`src/rtl/demux_3x16.sv`:
```
// ---------------------------------------------------------------------------
// demux_3x16 -- registered 1-to-3 demultiplexer for the 16-bit result bus.
//
// A transfer offered on the shared bus (valid_in/ready_out handshake) is
// steered by sel_in into one of three destination holding registers:
//   sel 00 -> d0, 01 -> d1, 10 -> d2, 11 -> discard (counted, no write).
// Each destination has a full flag that is set on write and cleared by the
// consumer acknowledge ack_in[i]. A write in the same cycle as an ack wins.
//
// Build option (macro DEMUX3_STALL_EN):
//   defined   : back-pressure; ready_out drops while the target is full and
//               not being acked. ovf_out does not exist.
//   undefined : overwrite; ready_out is tied high and a write into a full,
//               un-acked destination pulses ovf_out for one cycle.
//
// Ports:
//   clk        rising-edge clock
//   rst        synchronous active-high reset (clears all state and data)
//   sel_in     destination select
//   d_in       bus data, WIDTH bits
//   valid_in   transfer offered
//   ready_out  transfer accepted this cycle (combinational, no d_in path)
//   ack_in     per-destination consumer acknowledge
//   d0/1/2_out destination holding registers
//   full_out   per-destination "holds unconsumed data" flags
//   ovf_out    overwrite pulse (overwrite build only)
//   count_out  accepted-transfer counter, wraps modulo 2^CNT_W
// ---------------------------------------------------------------------------
module demux_3x16 #(
  parameter int WIDTH = 16,
  parameter int CNT_W = 8
) (
  input  logic             clk,
  input  logic             rst,
  input  logic [1:0]       sel_in,
  input  logic [WIDTH-1:0] d_in,
  input  logic             valid_in,
  output logic             ready_out,
  input  logic [2:0]       ack_in,
  output logic [WIDTH-1:0] d0_out,
  output logic [WIDTH-1:0] d1_out,
  output logic [WIDTH-1:0] d2_out,
  output logic [2:0]       full_out,
`ifndef DEMUX3_STALL_EN
  output logic             ovf_out,
`endif
  output logic [CNT_W-1:0] count_out
);

  typedef enum logic {
    ST_EMPTY = 1'b0,
    ST_FULL  = 1'b1
  } dst_state_e;

  dst_state_e       state_q [0:2];
  dst_state_e       state_d [0:2];
  logic [WIDTH-1:0] data_q  [0:2];
  logic [WIDTH-1:0] data_d  [0:2];
  logic [CNT_W-1:0] count_q;
  logic [CNT_W-1:0] count_d;
  logic [2:0]       full;
  logic [2:0]       wr;
  logic             accept;
`ifndef DEMUX3_STALL_EN
  logic             ovf_q;
  logic             ovf_d;
`endif

  always_comb begin
    for (int i = 0; i < 3; i++) begin
      full[i] = (state_q[i] == ST_FULL);
    end
  end

  // Handshake. Sel 11 is never blocked; in stall mode a real destination
  // blocks only while it is full and its consumer is not draining it now.
`ifdef DEMUX3_STALL_EN
  always_comb begin
    ready_out = 1'b1;
    if (valid_in && (sel_in != 2'b11)) begin
      ready_out = !(full[sel_in] && !ack_in[sel_in]);
    end
  end
`else
  assign ready_out = 1'b1;
`endif

  assign accept = valid_in && ready_out;

  always_comb begin
    for (int i = 0; i < 3; i++) begin
      wr[i] = accept && (sel_in == 2'(i));
    end
  end

  // Per-destination two-state FSM and holding register next values.
  always_comb begin
    for (int i = 0; i < 3; i++) begin
      state_d[i] = state_q[i];
      data_d[i]  = data_q[i];
      case (state_q[i])
        ST_EMPTY: if (wr[i]) state_d[i] = ST_FULL;
        ST_FULL: begin
          if (wr[i])          state_d[i] = ST_FULL;
          else if (ack_in[i]) state_d[i] = ST_EMPTY;
        end
        default: state_d[i] = ST_EMPTY;
      endcase
      if (wr[i]) data_d[i] = d_in;
    end
  end

  always_comb begin
    count_d = count_q + CNT_W'(accept);
  end

`ifndef DEMUX3_STALL_EN
  // Overwrite: a write landing on data the consumer has not taken.
  always_comb begin
    ovf_d = |(wr & full & ~ack_in);
  end
`endif

  always_ff @(posedge clk) begin
    if (rst) begin
      for (int i = 0; i < 3; i++) begin
        state_q[i] <= ST_EMPTY;
        data_q[i]  <= '0;
      end
      count_q <= '0;
`ifndef DEMUX3_STALL_EN
      ovf_q   <= 1'b0;
`endif
    end else begin
      for (int i = 0; i < 3; i++) begin
        state_q[i] <= state_d[i];
        data_q[i]  <= data_d[i];
      end
      count_q <= count_d;
`ifndef DEMUX3_STALL_EN
      ovf_q   <= ovf_d;
`endif
    end
  end

  assign d0_out    = data_q[0];
  assign d1_out    = data_q[1];
  assign d2_out    = data_q[2];
  assign full_out  = full;
  assign count_out = count_q;
`ifndef DEMUX3_STALL_EN
  assign ovf_out   = ovf_q;
`endif

endmodule

```
`config.mk`:
```
export PLATFORM = sky130hd
export DESIGN_NAME = demux_3x16
export DESIGN_NICKNAME = d
export VERILOG_FILES = /design/src/rtl/demux_3x16.sv
export SDC_FILE = /design/constraint.sdc
export NUM_CORES = 1
export LEC_CHECK = 0
export ABC_AREA = 1
export BUFFER_PORTS_ARGS = -buffer_cell sky130_fd_sc_hd__clkbuf_2
export CAP_MARGIN = 25
export CORE_MARGIN = 1.5
export CORE_UTILIZATION = 52
export CTS_CLUSTER_DIAMETER = 60
export CTS_CLUSTER_SIZE = 30
export DETAILED_ROUTE_END_ITERATION = 8
export GPL_TIMING_DRIVEN = 0
export PLACE_DENSITY_LB_ADDON = 0.12
export SKIP_CTS_REPAIR_TIMING = 1
export SLEW_MARGIN = 10
export SYNTH_ARGS = -nofsm -noshare
export SYNTH_HDL_FRONTEND = slang
export SYNTH_SLANG_ARGS = --single-unit
```
`constraint.sdc`:
```
create_clock -name clk -period 3.4 [get_ports clk]
set_clock_uncertainty 0.05 [all_clocks]
set_input_delay 0.51 -clock clk [delete_from_list [all_inputs] [get_ports clk]]
set_output_delay 0.51 -clock clk [all_outputs]
set_load 0.05 [all_outputs]
```
; ---- After elaboration in Yosys (flattened, before gate mapping)
; Memories as Yosys holds them, arrays and structs flattened.
; Cells that the tools add are included.
[word_totals]
ff_bits = 9
mem_bits_rw = 51
input_bits = 24
output_inout_bits = 61
word_cells = 48
mem_count = 2
[mem_list]
columns = memory, depth, word_bits, read_ports, rd_ports_with_merged_regs, write_ports, line_no
row1 = data_q, 3, 16, 3, 0, 3, 57  ; logic [WIDTH-1:0] data_q [0:2];
row2 = state_q, 3, 1, 3, 0, 3, 55  ; dst_state_e state_q [0:2];
[classes]
addsub = 1
eq_ne = 2
n_mux = 24
bitwise_logic = 12
reduce_logical = 5
[ops]
columns = op, n
row1 = $mux 16, 6
row2 = $mux 1, 15
row3 = $add 8x1->8, 1
row4 = $and 3x3->3, 2
row5 = $or 1x1->1, 6
row6 = $pmux 1 s2, 3
row7 = $logic_and 1x1->1, 3
row8 = $not 1->1, 3
row9 = $not 3->3, 1
row10 = $reduce_or 3->1, 1
row11 = $eq 2x1->1 const B, 1
row12 = $eq 2x2->1 const B, 1
row13 = $logic_not 2->1, 1

; ---- Logic depth before layout (Yosys ltp)
; Gate-level depths: netlist of run 1.
[logic_depth]
word_depth = 5
depth_mapped = 7

; ---- Worst setup path before layout of run 1
; OpenSTA, ideal clock, no wires.
[synth_timing]
kind = register to register
from = register count_q[0] (netlist: count_out[0])
to = register count_q[6] (netlist: count_out[6])
setup_time_ns = 0.117
t_arrival_ns = 1.416
required_ns = 3.233
slack_ns = 1.817
stages_incl_launch_ff = 8
n_path_buf = 0
synth_period_minus_slack_ns = 1.583
cell_sequence = dfxtp_1 ha_1 ha_1 nand2_1 nor2_1 nand3_1 nand2_1 nor2_1
[synth_via]
elab_chain_len = 1
[synth_rtl]
columns = item, line_no
row1 = from (decl), 59  ; logic [CNT_W-1:0] count_q;
row2 = from (signal assigned), 139  ; count_q <= count_d;
row3 = $add 8x1->8, 114  ; count_d = count_q + CNT_W'(accept);
; Every way passes these cells.
; A chain may end at the register's enable or synchronous reset.

; ---- Worst setup path after layout of run 1
[layout_timing]
from = register count_q[3] (netlist: count_out[3])
to = output count_out[3]
[layout_rtl]
columns = item, line_no
row1 = to (decl), 47  ; output logic [CNT_W-1:0] count_out
; No word-level cell between the ends.

==> run_results.csv, run 1 <==
group,metric,value,unit
run_status,outcome,"finished, final reports clean",
clocking,htreeDepth,3,
routing,vias,2102,
critical_path,critical_path.cell_chain,"clkbuf_2",
yosys,synth_top_area_share,53.19,%
final_layout,finalNonFillerCells,431,
yosys,synth_nets,309,
critical_path,setup.worst_path.class,"reg2out",
global_route,grt_antenna_before_repair,0,
worst_hold_path,hold_class,"in2reg",
final_layout,area_delta_synth_final,28.97,%
yosys,synth.largest_area_cell,"dfxtp_1",
final_layout,drive_above_1_share,30.71,%
run,cap_violations,0,
global_route,grt_pass1_wl,8307,um
timing,finalSetupViolCount,0,
die,die-area,4747,sq um
yosys,ys_seq_area_share,53.19,%
placed_design,port-buffer-count,82,
placed_design,place_inst,415,
die,start_util,55.27,%
clocking,path_clk_slew,0.06,ns
final_layout,nets,402,
yosys,synth_area_leaders,"dfxtp_1, nor2_1, o21ai_0",
critical_path,cpLargestDelayFamily,"flip-flops",
clocking,clock_sinks,60,
die,num_io_pins,85,
placed_design,dp_hpwl,4089,um
timing,setup-tns-final,0,ns
critical_path,crit_path_end_kind,"primary output",
die,die_x,68.90,um
critical_path,cp_max_fo,6,
power,ir_drop,371.6,uV
timing,fin_crit_sh,47.68,%
final_layout,n_fill_cell,355,
clocking,cts-root-buf,"clkbuf_8",
timing,rsz0062_at_grt,"false",
power,leakage,1.388,nW
routing,drt-initial-drc-count,126,
power,powerDensity,540.6,nW/um^2
routing,drcViolationCount,0,
clocking,clock_latency,0.34,ns
global_route,grt_max_degree,11,
yosys,yosys_warnings,0,
timing,fin_crit,1.621,ns
routing,post_drt_wl_per_cell,12.54,um
global_route,grt.total_usage,24.52,%
timing,report.final.hold_viol_count,0,
routing,drt_first_pass_iters,5,
timing,fmax,616.8,MHz
critical_path,cpMaxStageDelayCell,"dfxtp_1",
critical_path,cp.arrival,1.06,ns
critical_path,cpPeakStageDelay,0.41,ns
routing,drt_wl_total,5405,um
timing,timing.final.max_slew_violations,0,
critical_path,cp.required,2.84,ns
yosys,ys_ff_latch,60,
global_route,gr-total-overflow,0,
final_layout,multi_input_area,887.1,sq um
yosys,synth_cells,283,
clocking,cts_tree,"yes",
die,core,4086,sq um
routing,avgViaCountPerCell,4.877,
final_layout,seqCellArea,1201,sq um
die,std_cell_rows,23,
global_route,grt_pass1_vias,1758,
placed_design,place.gp.congestion,0.8789,
clocking,numCtsBuffers,9,
yosys,ys_types,22,
critical_path,cp-start-kind,"flop",
routing,ant_nets,0,
yosys,synth.cell_area,2258,sq um
die,die_h,68.90,um
critical_path,path_buf_inv,1,
clocking,clockBufferDepth,2,
yosys,synth.avg_cell_area,7.980,sq um
final_layout,num_antenna_cells,0,
[layout by cell type, fill, tap and decap left out]
cell type	netlist	routed
a21oi_1	21	21
a21oi_2	1	1
buf_2	4	4
buf_4	2	2
buf_6	5	5
clkbuf_1	3	6
clkbuf_2	1	83
clkbuf_8	0	12
clkinv_2	0	1
conb_1	1	1
dfxtp_1	60	60
ha_1	2	2
inv_1	13	13
inv_2	2	2
inv_4	1	1
nand2_1	23	23
nand2_2	1	1
nand2_4	2	2
nand3_1	23	23
nand3b_1	1	1
nor2_1	78	78
nor2_4	3	3
nor3_1	1	1
o21ai_0	35	35
[layer usage]
| metal | vias up | GRT usage, % | part of all wire, % | wire [um] |
|---|---|---|---|---|
| met3 | 11 | 7.792 | 6.7 | 361 |
| met2 | 74 | 35.70 | 45 | 2420 |
| li1 | 1097 | - | - | - |
| met1 | 920 | 33.23 | 47 | 2529 |
| met4 | 0 | 10.78 | 1.7 | 94 |
| met5 | - | 0 | 0 | 0 |
[final timing paths]
path                      start  slack [ns]  cells past startpoint            end
setup / recovery   count_out[3]        1.78                      1   count_out[3]
hold / removal          d_in[7]        0.40                      3  data_q[0][23]
setup reg to reg   count_out[0]        2.17                      7   count_out[6]
hold reg to reg   data_q[0][40]        0.41                      2  data_q[0][40]
[state kept, by name (all words and copies together) (netlist names)]
name	cells
state_q	3
ovf_out	1
count_out	8
data_q	48
[where the power goes]
part	internal (mW)	switching [mW]	total, mW	leakage, nW
logic	0.0600	0.183	0.243	0.805
registers	0.733	0.0154	0.748	0.489
clock network	0.324	0.260	0.584	0.0937
[cell families after synthesis]
logic type | after synthesis | synth area share (%)
buffers and inverters | 31 | 7.534
other | 1 | 0.1660
adders and majority gates | 2 | 1.108
DFF | 60 | 53.19
AOI/OAI and AO/OA | 57 | 12.80
and+or+nand+nor | 132 | 25.21
[synthesized netlist by cell type, drive strengths merged]
| library cell | number |
|---|---|
| a21oi | 22 |
| clkbuf | 4 |
| nand3 | 23 |
| dfxtp | 60 |
| nor2 | 81 |
| inv | 16 |
| nor3 | 1 |
| nand3b | 1 |
| nand2 | 26 |
| buf | 11 |
| conb | 1 |
| ha | 2 |
| o21ai | 35 |
[cell type report]
class	instances	share of cell area, %
sequential	60	41.24
inverter	16	2.148
tap	50	2.148
multi-input combinational	192	30.46
timing repair buffer	82	14.09
clock inverter	1	0.1718
clock buffer	15	6.057
buffer	15	3.694
[per-stage QoR]
step	instance area [sq um]	hold WS (ns)	utilization (%)	power, mW	worst slack (ns)
finish	2913	0.4022	71.28	1.575	1.779
global route	2913	0.4043	71.28	1.637	1.740
CTS	2913	0.4009	71.28	1.579	1.781
detailed placement	2731	0.4041	66.84	1.007	1.769
global placement	2731	0.4000	66.84	1.003	1.787
floorplan	2258	0.5949	-	0.9381	1.817
[worst reg2reg max path, stage by stage, from the launching register on]
cell and delay (ns):
dfxtp_1 0.33, ha_1 0.18, ha_1 0.17, nand2_1 0.09
nor2_1 0.13, nand3_1 0.09, nand2_1 0.06, nor2_1 0.04
Power figures use the tool's default switching activity.
==> inputs of run 2 (changes only) <==
Settings changed: CORE_UTILIZATION 52 to 43.
Clock period 3.4 ns to 1.4 ns, I/O delays scaled along.
==> run 2 against run 1 <==
  * Sequential power up 140%
  * Power grew 140%
  * Worst hold slack got worse by 0.29 ns
  * Core utilization decreased by 13 points
  * Via count down 1.7%
  * Flip-flop and latch count unchanged
  * Design area is 0.95% higher
  * Largest cell class unchanged
==> run_results.csv, run 2 (synthesis gave the netlist of run 1 again) <==
group,metric,value,unit
run_status,outcome,"finished, final reports clean",
die,core,5075,sq um
global_route,grt_pass1_vias,1742,
timing,setup-tns-final,0,ns
critical_path,cp.arrival,1.05,ns
timing,fin_crit_sh,93.77,%
final_layout,layout_commonest_cell,"clkbuf_2",
routing,drt_wl_total,5457,um
critical_path,setup.worst_path.class,"reg2out",
global_route,grt_max_degree,11,
critical_path,r2r_setup_slack,0.18,ns
final_layout,final_cell_mix,"clkbuf_2, nor2_1, dfxtp_1",
routing,vias,2067,
die,die_h,75.47,um
final_layout,nets,402,
clocking,htreeDepth,3,
clocking,cts-root-buf,"clkbuf_8",
critical_path,crit_path_end_kind,"primary output",
critical_path,cp.required,1.14,ns
critical_path,critical_path.cell_chain,"clkbuf_2",
critical_path,cp.depth,1,
placed_design,place_ws,0.07064,ns
power,p_int,2.667,mW
routing,drcViolationCount,0,
clocking,clock_sinks,60,
final_layout,area_delta_synth_final,30.19,%
routing,ant_nets,0,
routing,drt-initial-drc-count,113,
placed_design,place_inst,435,
clocking,clock_latency,0.33,ns
placed_design,place.gp.congestion,0.8404,
global_route,grt_pass1_wl,8321,um
final_layout,regMostFlops,"data_q",
critical_path,cp-endpoint,"count_out[3]",
final_layout,largest_reg_flops,48,
critical_path,cp-start-kind,"flop",
die,die_x,75.47,um
power,powerDensity,1294,nW/um^2
critical_path,r2r-end,"count_out[6]",
critical_path,r2r_start,"count_out[0]",
timing,fin_crit,1.313,ns
power,leakage,1.387,nW
die,die-area,5696,sq um
timing,worst_slack,0.08722,ns
clocking,cts_tree,"yes",
critical_path,cpLargestDelayFamily,"flip-flops",
critical_path,path_buf_inv,1,
final_layout,finalNonFillerCells,451,
placed_design,port-buffer-count,82,
power,p_comb_share,15.5,%
global_route,gr-total-overflow,0,
critical_path,critPathLaunch,"count_out[3]",
power,swShare,29.90,%
critical_path,cpPeakStageDelay,0.41,ns
global_route,grt_antenna_before_repair,0,
critical_path,cp_max_fo,6,
run,cap_violations,0,
placed_design,dp_hpwl,4179,um
final_layout,drive_above_1_share,31.50,%
clocking,numCtsBuffers,9,
final_layout,num_antenna_cells,0,
global_route,grt.total_usage,19.99,%
power,p_sw,1.138,mW
timing,fmax,761.7,MHz
die,std_cell_rows,26,
timing,timing.final.max_slew_violations,0,
routing,avgViaCountPerCell,4.583,
die,start_util,44.50,%
timing,rsz0062_at_grt,"false",
routing,drt_first_pass_iters,4,
worst_hold_path,hold_class,"in2reg",
routing,post_drt_wl_per_cell,12.10,um
clocking,clockBufferDepth,2,
critical_path,cpMaxStageDelayCell,"dfxtp_1",
power,pwr-share-seq,47.7,%
timing,report.final.hold_viol_count,0,
die,num_io_pins,85,
power,ir_drop,753.3,uV
clocking,path_clk_slew,0.07,ns
power,pwr-share-clk,36.8,%
critical_path,reg2reg_depth,6,
timing,finalSetupViolCount,0,
run 2: power groups by stage:
| stage | Sequential (mW) | Combinational, mW | Clock [mW] |
|---|---|---|---|
| global route | 1.82 | 0.632 | 1.51 |
| finish | 1.82 | 0.589 | 1.40 |
| detailed placement | 1.86 | 0.590 | 0 |
| CTS | 1.82 | 0.592 | 1.43 |
| global placement | 1.85 | 0.586 | 0 |
| floorplan | 2.10 | 0.178 | 0 |
run 2: how the worst min path moves through the flow:
stage,to,cells after the start,start,slack (ns)
3_3_place_gp,data_q[0][43],2,data_q[0][43],0.40
2_1_floorplan,data_q[0][16],2,d_in[0],0.29
4_1_cts,data_q[0][24],3,d_in[8],0.1
6_report,data_q[0][19],3,d_in[3],0.11
3_5_place_dp,data_q[0][45],2,data_q[0][45],0.40
5_1_grt,data_q[0][29],3,d_in[13],0.11
run 2: area by class of cell:
class / count / area, sq um
buffer: 15 / 107.6
clock buffer: 12 / 156.4
tap: 70 / 87.58
fill: 513 / 2135
multi-input combinational: 192 / 887.1
clock inverter: 4 / 22.52
sequential: 60 / 1206
timing repair buffer: 82 / 410.4
inverter: 16 / 62.56
run 2: tightest hold or removal path, stage by stage:
cell and delay, ns:
clkbuf_2 0.10, nor2_1 0.05, nor2_1 0.09
run 2: layer usage:
layer  track usage (%)  wire (um)  part of all wire [%]
met1             28.80       2758                    51
met2             28.36       2392                    44
met3             3.571        226                   4.1
met4             10.71         78                   1.4
met5                 0          0                     0
run 2: stage by stage:
stage	power, mW	instance area [sq um]	hold WS [ns]	util, %
global route	3.971	2940	0.1128	57.94
CTS	3.842	2940	0.09606	57.94
global placement	2.440	2761	0.4003	54.41
detailed placement	2.446	2761	0.4038	54.41
finish	3.805	2940	0.1107	57.94
floorplan	2.280	2263	0.2949	-
==> inputs of run 3 (changes only) <==
Settings changed: CTS_BUF_LIST from default to sky130_fd_sc_hd__clkbuf_16, GPL_ROUTABILITY_DRIVEN from default to 0.
==> run 3 against run 2 <==
  * Design area grew 3.4%
  * Register-to-register slack is essentially flat
  * Flip-flop and latch count is the same
==> run_results.csv, run 3 (synthesis gave the netlist of run 1 again) <==
group,metric,value,unit
worst_hold_path,hold_class,"in2reg",
critical_path,cpMaxStageDelayCell,"dfxtp_1",
clocking,cts_tree,"yes",
die,die_x,75.47,um
critical_path,cp-start-kind,"flop",
final_layout,final_core_util,59.94,%
routing,drt_first_pass_iters,4,
timing,finalSetupViolCount,0,
clocking,numCtsBuffers,9,
final_layout,layout_commonest_cell,"clkbuf_2",
clocking,cts-root-buf,"clkbuf_16",
final_layout,drive_above_1_share,31.50,%
clocking,path_clk_slew,0.05,ns
critical_path,setup.worst_path.class,"reg2out",
routing,ant_nets,0,
clocking,clock_latency,0.32,ns
power,powerDensity,1454,nW/um^2
die,die_h,75.47,um
routing,drt-initial-drc-count,68,
placed_design,port-buffer-count,82,
placed_design,place_ws,0.07064,ns
final_layout,num_antenna_cells,0,
global_route,grt_max_degree,11,
final_layout,nets,402,
global_route,grt_antenna_before_repair,0,
timing,whs,0.1173,ns
timing,timing.final.max_slew_violations,0,
clocking,clock_sinks,60,
timing,fmax,774.8,MHz
power,ir_drop,813.5,uV
power,finalPower,4.422,mW
die,num_io_pins,85,
die,die-area,5696,sq um
final_layout,largest_reg_flops,48,
critical_path,crit_path_end_kind,"primary output",
timing,fin_crit,1.291,ns
die,core,5075,sq um
timing,rsz0062_at_grt,"false",
routing,drt_wl_total,5554,um
critical_path,cp.arrival,1.03,ns
global_route,grt.total_usage,20.47,%
critical_path,path_buf_inv,1,
power,leakage,1.441,nW
final_layout,multi_input_area,887.1,sq um
die,start_util,44.50,%
clocking,clockBufferDepth,2,
timing,worst_slack,0.1093,ns
routing,avgViaCountPerCell,4.585,
routing,vias,2068,
die,std_cell_rows,26,
timing,fin_crit_sh,92.19,%
run_status,outcome,"finished, final reports clean",
clocking,htreeDepth,3,
final_layout,final_cell_mix,"clkbuf_2, nor2_1, dfxtp_1",
critical_path,cpLargestDelayFamily,"flip-flops",
run,cap_violations,0,
timing,setup-tns-final,0,ns
critical_path,cp.required,1.14,ns
routing,drcViolationCount,0,
timing,report.final.hold_viol_count,0,
global_route,gr-total-overflow,0,
global_route,grt_pass1_vias,1799,
critical_path,critical_path.cell_chain,"clkbuf_2",
final_layout,area_delta_synth_final,34.68,%
critical_path,cpPeakStageDelay,0.40,ns
final_layout,n_fill_cell,495,
final_layout,seqCellArea,1206,sq um
global_route,grt_pass1_wl,8535,um
routing,post_drt_wl_per_cell,12.31,um
final_layout,regMostFlops,"data_q",
critical_path,cp_max_fo,6,
placed_design,dp_hpwl,4179,um
[run 3: changes by cell type in the layout (fill, tap and decap cells not counted)]
| cell | previous run | this run |
|---|---|---|
| clkbuf_8 | 9 | 0 |
| clkbuf_16 | 1 | 10 |
| inv_1 | 13 | 15 |
| clkbuf_1 | 5 | 3 |
[run 3: metal layers]
| layer | track usage (%) | share of wire (%) | up-vias |
|---|---|---|---|
| li1 | - | - | 1106 |
| met1 | 28.88 | 50 | 901 |
| met2 | 29.92 | 44 | 51 |
| met3 | 3.571 | 3.8 | 10 |
| met4 | 10.71 | 1.7 | 0 |
| met5 | 0 | 0 | - |
[run 3: through the flow]
| stage | cell area [sq um] | cells |
|---|---|---|
| final | 3042 | 451 |
| after CTS | 3042 | 451 |
| after floorplan | 2263 | 283 |
| after global placement | 2761 | 435 |
| after detailed placement | 2761 | 435 |
| after global routing | 3042 | 451 |
[run 3: area by class of cell]
class / count / share of cell area [%]
Inverter: 16 / 2.057
Buffer: 15 / 3.538
Clock inverter: 6 / 0.9872
Sequential cell: 60 / 39.65
Multi-Input combinational cell: 192 / 29.16
Clock buffer: 10 / 8.227
Tap cell: 70 / 2.879
Timing Repair Buffer: 82 / 13.49
[run 3: worst register-to-register path, delay by kind of cell, from the launching register on]
family | cells | cell delay, ns
DFF | 1 | 0.33
AOI/OAI and AO/OA | 1 | 0.12
and+or+nand+nor | 3 | 0.24
adders and majority gates | 2 | 0.38
[run 3: final timing paths]
kind,start,slack (ns),to,depth (start not counted)
max,count_out[3],0.11,count_out[3],1
max reg2reg,count_out[0],0.17,count_out[6],6
min,d_in[3],0.12,data_q[0][19],3
min reg2reg,data_q[0][32],0.41,data_q[0][32],2
[run 3: power breakdown]
part,internal (mW),switching [mW]
sequential,1.78,0.0369
clock,1.28,0.732
combinational,0.145,0.445
